File: config.mk
export PLATFORM = sky130hd
export DESIGN_NAME = frame_comparator
export DESIGN_NICKNAME = d
export VERILOG_FILES = /design/src/rtl/frame_comparator.sv
export SDC_FILE = /design/constraint.sdc
export NUM_CORES = 1
export LEC_CHECK = 0
export CAP_MARGIN = 20
export CORE_MARGIN = 3
export CORE_UTILIZATION = 65
export CTS_BUF_LIST = sky130_fd_sc_hd__clkbuf_16
export CTS_CLUSTER_SIZE = 12
export DETAILED_ROUTE_END_ITERATION = 12
export PLACE_DENSITY = 0.83
export SLEW_MARGIN = 40
export SYNTH_ARGS = -nofsm -noshare
export SYNTH_HDL_FRONTEND = slang
export SYNTH_SLANG_ARGS = --single-unit
File: constraint.sdc
create_clock -name clk -period 14.3 [get_ports clk]
set_clock_uncertainty 0.15 [all_clocks]
set_input_delay 2.86 -clock clk [delete_from_list [all_inputs] [get_ports clk]]
set_output_delay 2.86 -clock clk [all_outputs]
set_load 0.02 [all_outputs]
File: src/rtl/frame_comparator.sv
// Dual-channel serial frame capture and word-serial comparison.
// Reports busy/pass/fail status, mismatch bit count and lowest differing bit index.
module frame_comparator #(
    parameter int FRAME_BITS   = 64,
    parameter int WORD_W       = 8,
    parameter int MAX_MISMATCH = 0,
    localparam int CW = $clog2(FRAME_BITS + 1),
    localparam int IW = $clog2(FRAME_BITS)
) (
    input  logic          clk,
    input  logic          rst,
    input  logic          data_en1,
    input  logic          data_in1,
    input  logic          data_en2,
    input  logic          data_in2,
    input  logic          comp_start_n,
    output logic [1:0]    comp_status,
    output logic [CW-1:0] mismatch_cnt,
    output logic [IW-1:0] first_diff_idx
);

    localparam int NWORDS = FRAME_BITS / WORD_W;
    localparam int PW     = (NWORDS > 1) ? $clog2(NWORDS) : 1;

    typedef enum logic [1:0] {
        IDLE,
        COMPARE,
        DONE
    } state_t;

    state_t                state_q, state_d;
    logic [FRAME_BITS-1:0] buf1_q, buf1_d, buf2_q, buf2_d;
    logic [CW-1:0]         cnt1_q, cnt1_d, cnt2_q, cnt2_d;
    logic                  ovf1_q, ovf1_d, ovf2_q, ovf2_d;
    logic [PW-1:0]         word_ptr_q, word_ptr_d;
    logic [CW-1:0]         mismatch_cnt_q, mismatch_cnt_d;
    logic [IW-1:0]         first_diff_idx_q, first_diff_idx_d;
    logic                  diff_seen_q, diff_seen_d;
    logic [1:0]            comp_status_q, comp_status_d;

    logic [IW-1:0]         word_base;
    logic [WORD_W-1:0]     xor_word;
    logic [CW-1:0]         pop_cnt;
    logic [IW-1:0]         low_bit;
    logic [CW-1:0]         mismatch_total;
    logic                  fail;

    always_comb begin
        state_d          = state_q;
        buf1_d           = buf1_q;
        buf2_d           = buf2_q;
        cnt1_d           = cnt1_q;
        cnt2_d           = cnt2_q;
        ovf1_d           = ovf1_q;
        ovf2_d           = ovf2_q;
        word_ptr_d       = word_ptr_q;
        mismatch_cnt_d   = mismatch_cnt_q;
        first_diff_idx_d = first_diff_idx_q;
        diff_seen_d      = diff_seen_q;
        comp_status_d    = comp_status_q;

        word_base = IW'(word_ptr_q) * IW'(WORD_W);
        xor_word  = buf1_q[word_base +: WORD_W] ^ buf2_q[word_base +: WORD_W];
        pop_cnt   = '0;
        for (int unsigned i = 0; i < WORD_W; i++) begin
            pop_cnt = pop_cnt + CW'(xor_word[i]);
        end
        // Descending scan so the lowest set bit is the one left standing.
        low_bit = '0;
        for (int unsigned i = WORD_W; i > 0; i--) begin
            if (xor_word[i-1]) low_bit = IW'(i - 1);
        end
        mismatch_total = mismatch_cnt_q + pop_cnt;
        fail = (cnt1_q != cnt2_q) | ovf1_q | ovf2_q
             | (mismatch_total > CW'(MAX_MISMATCH));

        case (state_q)
            IDLE: begin
                comp_status_d = 2'b10;
                if (data_en1) begin
                    if (cnt1_q == CW'(FRAME_BITS)) begin
                        ovf1_d = 1'b1;
                    end else begin
                        buf1_d[cnt1_q[IW-1:0]] = data_in1;
                        cnt1_d = cnt1_q + 1'b1;
                    end
                end
                if (data_en2) begin
                    if (cnt2_q == CW'(FRAME_BITS)) begin
                        ovf2_d = 1'b1;
                    end else begin
                        buf2_d[cnt2_q[IW-1:0]] = data_in2;
                        cnt2_d = cnt2_q + 1'b1;
                    end
                end
                if (!comp_start_n) begin
                    state_d          = COMPARE;
                    word_ptr_d       = '0;
                    mismatch_cnt_d   = '0;
                    first_diff_idx_d = '0;
                    diff_seen_d      = 1'b0;
                end
            end
            COMPARE: begin
                comp_status_d = 2'b10;
                if (comp_start_n) begin
                    state_d          = IDLE;
                    mismatch_cnt_d   = '0;
                    first_diff_idx_d = '0;
                end else begin
                    mismatch_cnt_d = mismatch_total;
                    if ((xor_word != '0) && !diff_seen_q) begin
                        first_diff_idx_d = word_base + low_bit;
                        diff_seen_d      = 1'b1;
                    end
                    if (word_ptr_q == PW'(NWORDS - 1)) begin
                        state_d       = DONE;
                        comp_status_d = {1'b0, fail};
                    end else begin
                        word_ptr_d = word_ptr_q + 1'b1;
                    end
                end
            end
            DONE: begin
                if (comp_start_n) begin
                    state_d       = IDLE;
                    comp_status_d = 2'b10;
                    buf1_d        = '0;
                    buf2_d        = '0;
                    cnt1_d        = '0;
                    cnt2_d        = '0;
                    ovf1_d        = 1'b0;
                    ovf2_d        = 1'b0;
                end
            end
            default: begin
                state_d       = IDLE;
                comp_status_d = 2'b10;
            end
        endcase
    end

    always_ff @(posedge clk) begin
        if (rst) begin
            state_q          <= IDLE;
            buf1_q           <= '0;
            buf2_q           <= '0;
            cnt1_q           <= '0;
            cnt2_q           <= '0;
            ovf1_q           <= 1'b0;
            ovf2_q           <= 1'b0;
            word_ptr_q       <= '0;
            mismatch_cnt_q   <= '0;
            first_diff_idx_q <= '0;
            diff_seen_q      <= 1'b0;
            comp_status_q    <= 2'b10;
        end else begin
            state_q          <= state_d;
            buf1_q           <= buf1_d;
            buf2_q           <= buf2_d;
            cnt1_q           <= cnt1_d;
            cnt2_q           <= cnt2_d;
            ovf1_q           <= ovf1_d;
            ovf2_q           <= ovf2_d;
            word_ptr_q       <= word_ptr_d;
            mismatch_cnt_q   <= mismatch_cnt_d;
            first_diff_idx_q <= first_diff_idx_d;
            diff_seen_q      <= diff_seen_d;
            comp_status_q    <= comp_status_d;
        end
    end

    assign comp_status    = comp_status_q;
    assign mismatch_cnt   = mismatch_cnt_q;
    assign first_diff_idx = first_diff_idx_q;

endmodule
==> key figures, run 1 <==
Status
  • Status: complete, no violations

Synthesis
  • Mapped Nets: 1053
  • Synthesized area per cell: 8.36 sq um
  • Count of cell types in the netlist: 58
  • Biggest area contributors in the synthesized netlist: dfxtp_1, mux4_2, a21oi_1, nand2_1, nor2_1
  • Cell accounting for the most synthesized area: dfxtp_1
  • Share of flip-flops with an asynchronous set or reset: 0
  • Share of the yosys chip area belonging to registers: 0.384
  • Area share of the leading cell type in the synthesized netlist: 0.384
  • Gate count of the mapped netlist: 1029
  • Flip-flop and latch count after synthesis: 165
  • Count of flip-flops with a built-in enable after synthesis: 0
  • Number of synthesis warnings: 0
  • Area of the mapped netlist: 8600 sq um
  • Top flip-flop cell by instance count after synthesis: dfxtp_1

CTS
  • Maximum count of clock buffers along a single path: 2
  • H-tree levels: 4
  • Clock latency at the later pin of the worst-skew pair: 430 ps
  • Number of buffers created by CTS: 17
  • Post-cts sizing count: 0
  • Clock tree root buffer cell: clkbuf_16
  • CTS tree: done
  • Number of buffers added to fix hold violations after cts: 0
  • Setup Fix Bufs, Post-CTS: 0
  • Clock sink count: 165
  • Clock slew at reported path FFs: 60 ps

Final layout
  • Post-route standard cell area excluding fillers: 9330 sq um
  • Area growth from synthesis to layout: 8.42%
  • Share of final-layout standard cells stronger than drive strength 1: 0.0952
  • Post-layout nets: 1010
  • Antenna Diode Count: 0

Detailed routing
  • Wire length reported by the detailed router: 20.8 mm
  • Detailed-route DRC error count: 0
  • Drt first-iter violations: 1020
  • Post-detailed-route count of antenna-violating nets: 0
  • Average wire per standard cell: 17.8 um
  • Vias after detailed routing: 7422
  • First-pass DRT Iterations: 5
  • Post-DR vias/cell: 6.34

Worst setup path
  • Worst setup slack for register-to-register paths: 8120 ps
  • Startpoint type of the worst setup path: flip-flop
  • Worst path top cell family by delay: adder cells
  • R2R depth: 17
  • Critical path buffers and inverters: 2
  • Library cell appearing most often on the critical path: fa_1
  • Critical path class: flip-flop to flip-flop
  • Cell type of the slowest stage on the worst timing path: dfxtp_2
  • Worst setup path endpoint: comp_status[0]
  • Endpoint kind of the worst setup timing path: flip-flop
  • Data required time at the worst endpoint: 14440 ps
  • Cell depth of the worst setup path: 17
  • Maximum fanout count along the critical path: 23
  • Startpoint of the most critical register-to-register path: word_ptr_q[0]
  • Worst path max stage delay: 630 ps
  • Crit path from: word_ptr_q[0]
  • Critical path arrival: 6320 ps
  • Chain of cells forming the critical path: buf_4 > mux4_2 > mux2i_1 > xnor2_1 > fa_1 > fa_1 > fa_1 > fa_1 > inv_1 > fa_1 > a21o_1 > a21oi_1 > nor2b_1 > a211oi_1 > a2111o_1 > o2111ai_1 > a211oi_1
  • Capture point of the worst reg-to-reg path: comp_status[0]

Floorplan
  • Core Footprint: 12800 sq um
  • Die extent in x: 121 um
  • Die ar.: 14700 sq um
  • Rows: 41
  • Starting density of the core: 0.673
  • Die height: 121 um
  • Boundary pin count: 22

Power and ir drop
  • Maximum vdd ir drop: 0.0000887 V
  • Sequential share of power: 0.482
  • Fraction of power spent switching nets: 0.230
  • Power consumption: 969 uW
  • Proportion of power drawn by the clock network: 0.466
  • Pint: 746 uW
  • Switching power: 223 uW
  • Leakage dissipation: 0.00318 uW
  • Power per Cell Area: 104 nW/um^2
  • Combinational group share of total power: 0.052

Global route
  • Via count of the first global-routing pass: 6687
  • First-pass GRT wire length: 33.5 mm
  • Global route overflow: 0
  • Total GRT Usage: 0.286
  • Largest net degree at the start of global routing: 104
  • Number of antenna violations at the first check in global routing: 0

Timing
  • Setup repair after global routing missed its margin: false
  • Final Max Tran Viols: 0
  • Final worst path period share: 0.432
  • Time the final worst path needs with I/O delays and setup: 6180 ps
  • Relative slew slack: 0.460
  • Setup TNS Final: 0 ps
  • Fmax achieved: 0.162 GHz
  • Final Hold Fails: 0
  • Actual slew at the worst max-slew pin: 810 ps
  • Setup Viol. Count Final: 0

Placed design
  • Count of port buffers added during placement: 21
  • Routability cong.: 0.924
  • DP Area: 8740 sq um
  • Placed wire-length estimate after detailed placement: 12.9 mm

Flow run
  • Reported max-cap violation count: 0

Min path
  • Hold Crit Class: flip-flop to flip-flop
area by class of cell:
cell class              count  area, sq um
inverters                  14         52.6
multi-input cells         759         4910
fillers                   881         3450
clock inverters            14          145
flip-flops and latches    165         3310
clock buffers              17          425
repair buffers             29          272
well taps                 172          215
cell usage after synthesis, drive strengths merged (6+ instances only):
library cell / instances
ha: 12
a21oi: 122
mux2i: 40
nand3b: 7
and3b: 6
and2: 6
or3: 11
xor2: 15
nor3: 15
nand4: 16
dfxtp: 165
o21ai: 57
buf: 28
nor2: 108
xnor2: 11
nand2: 157
o211ai: 15
mux4: 32
inv: 13
clkbuf: 63
nand3: 71
flip-flops by register name (all words and copies together), names as in the netlist:
name            cells
mismatch_cnt        7
diff_seen_q         1
cnt1_q              7
cnt2_q              7
state_q             2
first_diff_idx      6
ovf1_q              1
buf2_q             64
word_ptr_q          3
buf1_q             64
ovf2_q              1
comp_status         2
worst min-delay path by stage:
stage                 endpoint       start  slack, ps  cells past startpoint
floorplan           buf2_q[20]  buf2_q[20]        280                      2
global placement    buf2_q[53]  buf2_q[53]        290                      2
detailed placement  buf2_q[23]  buf2_q[23]        300                      2
CTS                 buf2_q[53]  buf2_q[53]        310                      2
global route        buf2_q[15]  buf2_q[15]        320                      2
finish              buf2_q[38]  buf2_q[38]        310                      2
layer usage:
layer  global-route usage  up-vias  share of wire  wire length (um)
met5                    0        -              0                 0
met4                0.103        0          0.022               467
met3               0.0648       39          0.075              1560
met2                0.449      358           0.47              9820
met1                0.387     3502           0.43              8940
li1                     -     3523              -                 -
kinds of logic (layout without fill, tap and decap cells):
kind of cell / after synthesis / count (layout) / synth area share
multiplexers: 73 / 73 / 0.132
AO/OA/AOI/OAI: 221 / 221 / 0.149
flip-flops: 165 / 165 / 0.384
adder cells (fa/ha/maj): 17 / 17 / 0.0291
buffers and inverters: 105 / 74 / 0.0512
XOR/XNOR: 26 / 26 / 0.0282
AND/OR/NAND/NOR: 422 / 422 / 0.227
stage by stage:
step	hold WS, ps	cells	worst slack (ps)	utilization
3_5_place_dp	297	1139	8010	0.684
3_3_place_gp	290	1139	8140	0.681
4_1_cts	306	1170	8120	0.729
2_1_floorplan	283	1029	8810	-
6_report	305	1170	8120	0.730
5_1_grt	323	1170	7810	0.730
cell usage in the layout, fill, tap and decap left out, types with 6 or more instances in the layout:
cell             count
o21ai_0             56
clkbuf_16           17
and2_1               6
dfxtp_1            163
clkdlybuf4s50_1     20
nand2_1            156
a21oi_1            122
or3_1               11
mux4_2              32
inv_1               15
nand3_1             71
mux2i_1             40
nand3b_1             7
nor3_1               7
ha_1                12
nand4_1             16
buf_4                8
o211ai_1            15
and3b_1              6
xor2_1              15
xnor2_1              9
nor2_1             108
worst register-to-register path, delay by kind of cell (launching register included):
| family | cells | cell delay (ps) |
|---|---|---|
| adders and majority gates | 5 | 2250 |
| AOI/OAI and AO/OA | 6 | 1240 |
| muxes | 2 | 770 |
| DFF | 1 | 630 |
| buffers and inverters | 2 | 590 |
| xor gates and xnor gates | 1 | 260 |
| and+or+nand+nor | 1 | 180 |
power by group through the flow:
stage          logic (uW)  clock network (uW)  registers, uW
2_1_floorplan        41.7                   0            473
3_3_place_gp         48.4                   0            476
3_5_place_dp         49.4                   0            477
4_1_cts              49.6                 455            466
5_1_grt              55.1                 474            467
6_report             50.7                 452            467
Note: power is estimated with default switching activity, not from simulation.
==> inputs of run 2 (changes only) <==
CORE_UTILIZATION = 62   (was 65)
PLACE_DENSITY = 0.8   (was 0.83)
clock period = 6.1 ns   (was 14.3 ns; I/O delays follow)
==> run 2 against run 1 <==
Utilization down 3.3 points. Clock power up 120%. Die area up 4.6%. Critical path depth down 1. First-iteration DRC count down 17%. Sequential share of layout area down 0.070 points. Register-to-register slack worse by 7700 ps. Critical endpoint unchanged. Largest cell class unchanged. Largest power group unchanged.
==> key figures, run 2 (synthesized netlist as in run 1, its figures left out) <==
Status
  • Status: complete, no violations

Final layout
  • Core occupancy in the finished layout: 0.697
  • Post-layout nets: 1016
  • Number of fillers in the final layout: 1022
  • Share of final-layout standard cells stronger than drive strength 1: 0.0996
  • Leading cell types in the layout, fill and taps excluded: dfxtp_1, nand2_1, a21oi_1
  • Antenna Diode Count: 0
  • Area growth from synthesis to layout: 8.60%
  • Most common cell after layout, fill and taps aside: dfxtp_1
  • Largest registers: buf1_q x64, buf2_q x64

CTS
  • Setup Fix Bufs, Post-CTS: 0
  • Clock latency at the later pin of the worst-skew pair: 440 ps
  • Number of buffers added to fix hold violations after cts: 0
  • Clock sink count: 165
  • H-tree levels: 4
  • Clock slew at reported path FFs: 60 ps
  • Number of buffers created by CTS: 17
  • Clock tree root buffer cell: clkbuf_16
  • Maximum count of clock buffers along a single path: 2
  • CTS tree: done
  • Post-cts sizing count: 0

Global route
  • Global route overflow: 0
  • Total GRT Usage: 0.284
  • Via count of the first global-routing pass: 6708
  • Largest net degree at the start of global routing: 84
  • First-pass GRT wire length: 34.0 mm
  • Number of antenna violations at the first check in global routing: 0

Timing
  • Final worst path period share: 0.937
  • Actual slew at the worst max-slew pin: 811 ps
  • Setup Viol. Count Final: 0
  • Fmax achieved: 0.175 GHz
  • Time the final worst path needs with I/O delays and setup: 5710 ps
  • Setup TNS Final: 0 ps
  • Relative slew slack: 0.458
  • Post-Route Hold Slack: 302 ps
  • Setup repair after global routing missed its margin: false
  • Final Max Tran Viols: 0
  • Final Hold Fails: 0

Power and ir drop
  • Power consumption: 2190 uW
  • Power per Cell Area: 234 nW/um^2
  • Maximum vdd ir drop: 0.000214 V
  • Leakage dissipation: 0.00319 uW

Floorplan
  • Die extent in x: 124 um
  • Rows: 42
  • Core Footprint: 13400 sq um
  • Die ar.: 15300 sq um
  • Die height: 124 um
  • Boundary pin count: 22
  • Starting density of the core: 0.642

Worst setup path
  • Critical path arrival: 5860 ps
  • Critical path class: flip-flop to flip-flop
  • Data required time at the worst endpoint: 6240 ps
  • Capture point of the worst reg-to-reg path: comp_status[0]
  • Startpoint type of the worst setup path: flip-flop
  • R2R depth: 16
  • Startpoint of the most critical register-to-register path: word_ptr_q[0]
  • Endpoint kind of the worst setup timing path: flip-flop
  • Worst setup slack for register-to-register paths: 390 ps
  • Maximum fanout count along the critical path: 18

Detailed routing
  • Detailed-route DRC error count: 0
  • Post-DR vias/cell: 6.28
  • First-pass DRT Iterations: 5
  • Post-detailed-route count of antenna-violating nets: 0
  • Vias after detailed routing: 7405
  • Drt first-iter violations: 847
  • Wire length reported by the detailed router: 21.4 mm
  • Average wire per standard cell: 18.1 um

Placed design
  • Count of port buffers added during placement: 21
  • Placed wire-length estimate after detailed placement: 13.8 mm
  • Routability cong.: 0.970

Min path
  • Hold Crit Class: flip-flop to flip-flop
  • Terminating pin of the worst hold path: buf2_q[23]
  • Worst Hold Launch: buf2_q[23]
  • Hold path depth: 2

Flow run
  • Reported max-cap violation count: 0
-- run 2: worst max-delay path, stage by stage, from the launching register on --
cell	delay (ps)
dfxtp_2	680
mux4_2	560
mux2i_1	290
xnor2_2	220
fa_1	500
fa_1	520
fa_1	580
fa_1	200
inv_1	60
fa_1	390
a21o_1	200
a21oi_1	300
nor2b_1	180
a211oi_1	70
a2111o_1	390
o2111ai_1	190
a211oi_1	90
-- run 2: area by class of cell --
type | instances | area (sq um) | share of cell area
Multi-Input combinational cell | 759 | 4920 | 0.527
Sequential cell | 165 | 3300 | 0.354
Clock buffer | 17 | 425 | 0.0455
Timing Repair Buffer | 35 | 323 | 0.0346
Tap cell | 176 | 220 | 0.0236
Clock inverter | 14 | 96.3 | 0.0103
Inverter | 14 | 52.6 | 0.00563
-- run 2: routing by layer --
layer,GRT usage,vias to the layer above,share of wire
met1,0.399,3531,0.45
met4,0.117,0,0.025
li1,-,3546,-
met5,0,-,0
met3,0.0554,47,0.066
met2,0.431,281,0.46
-- run 2: per-stage QoR --
step                      worst slack [ps]  cells  area, sq um
final                                  387   1180         9340
after global routing                  20.2   1180         9340
after CTS                              403   1180         9330
after detailed placement               411   1149         8810
after global placement                 458   1149         8770
after floorplan                        606   1029         8600
-- run 2: how the worst max path moves through the flow --
stage                             start        endpoint  slack, ps
after floorplan           word_ptr_q[0]  comp_status[0]        610
after global placement    word_ptr_q[0]  comp_status[0]        460
after detailed placement  word_ptr_q[0]  comp_status[0]        410
after CTS                 word_ptr_q[0]  comp_status[0]        400
after global routing      word_ptr_q[0]  comp_status[0]         20
final                     word_ptr_q[0]  comp_status[0]        390
-- run 2: where the power goes --
part	total, uW	internal, uW	switching [uW]
combinational	121	38.5	82.7
sequential	1090	1080	12.4
clock	973	546	427
total	2190	1670	522
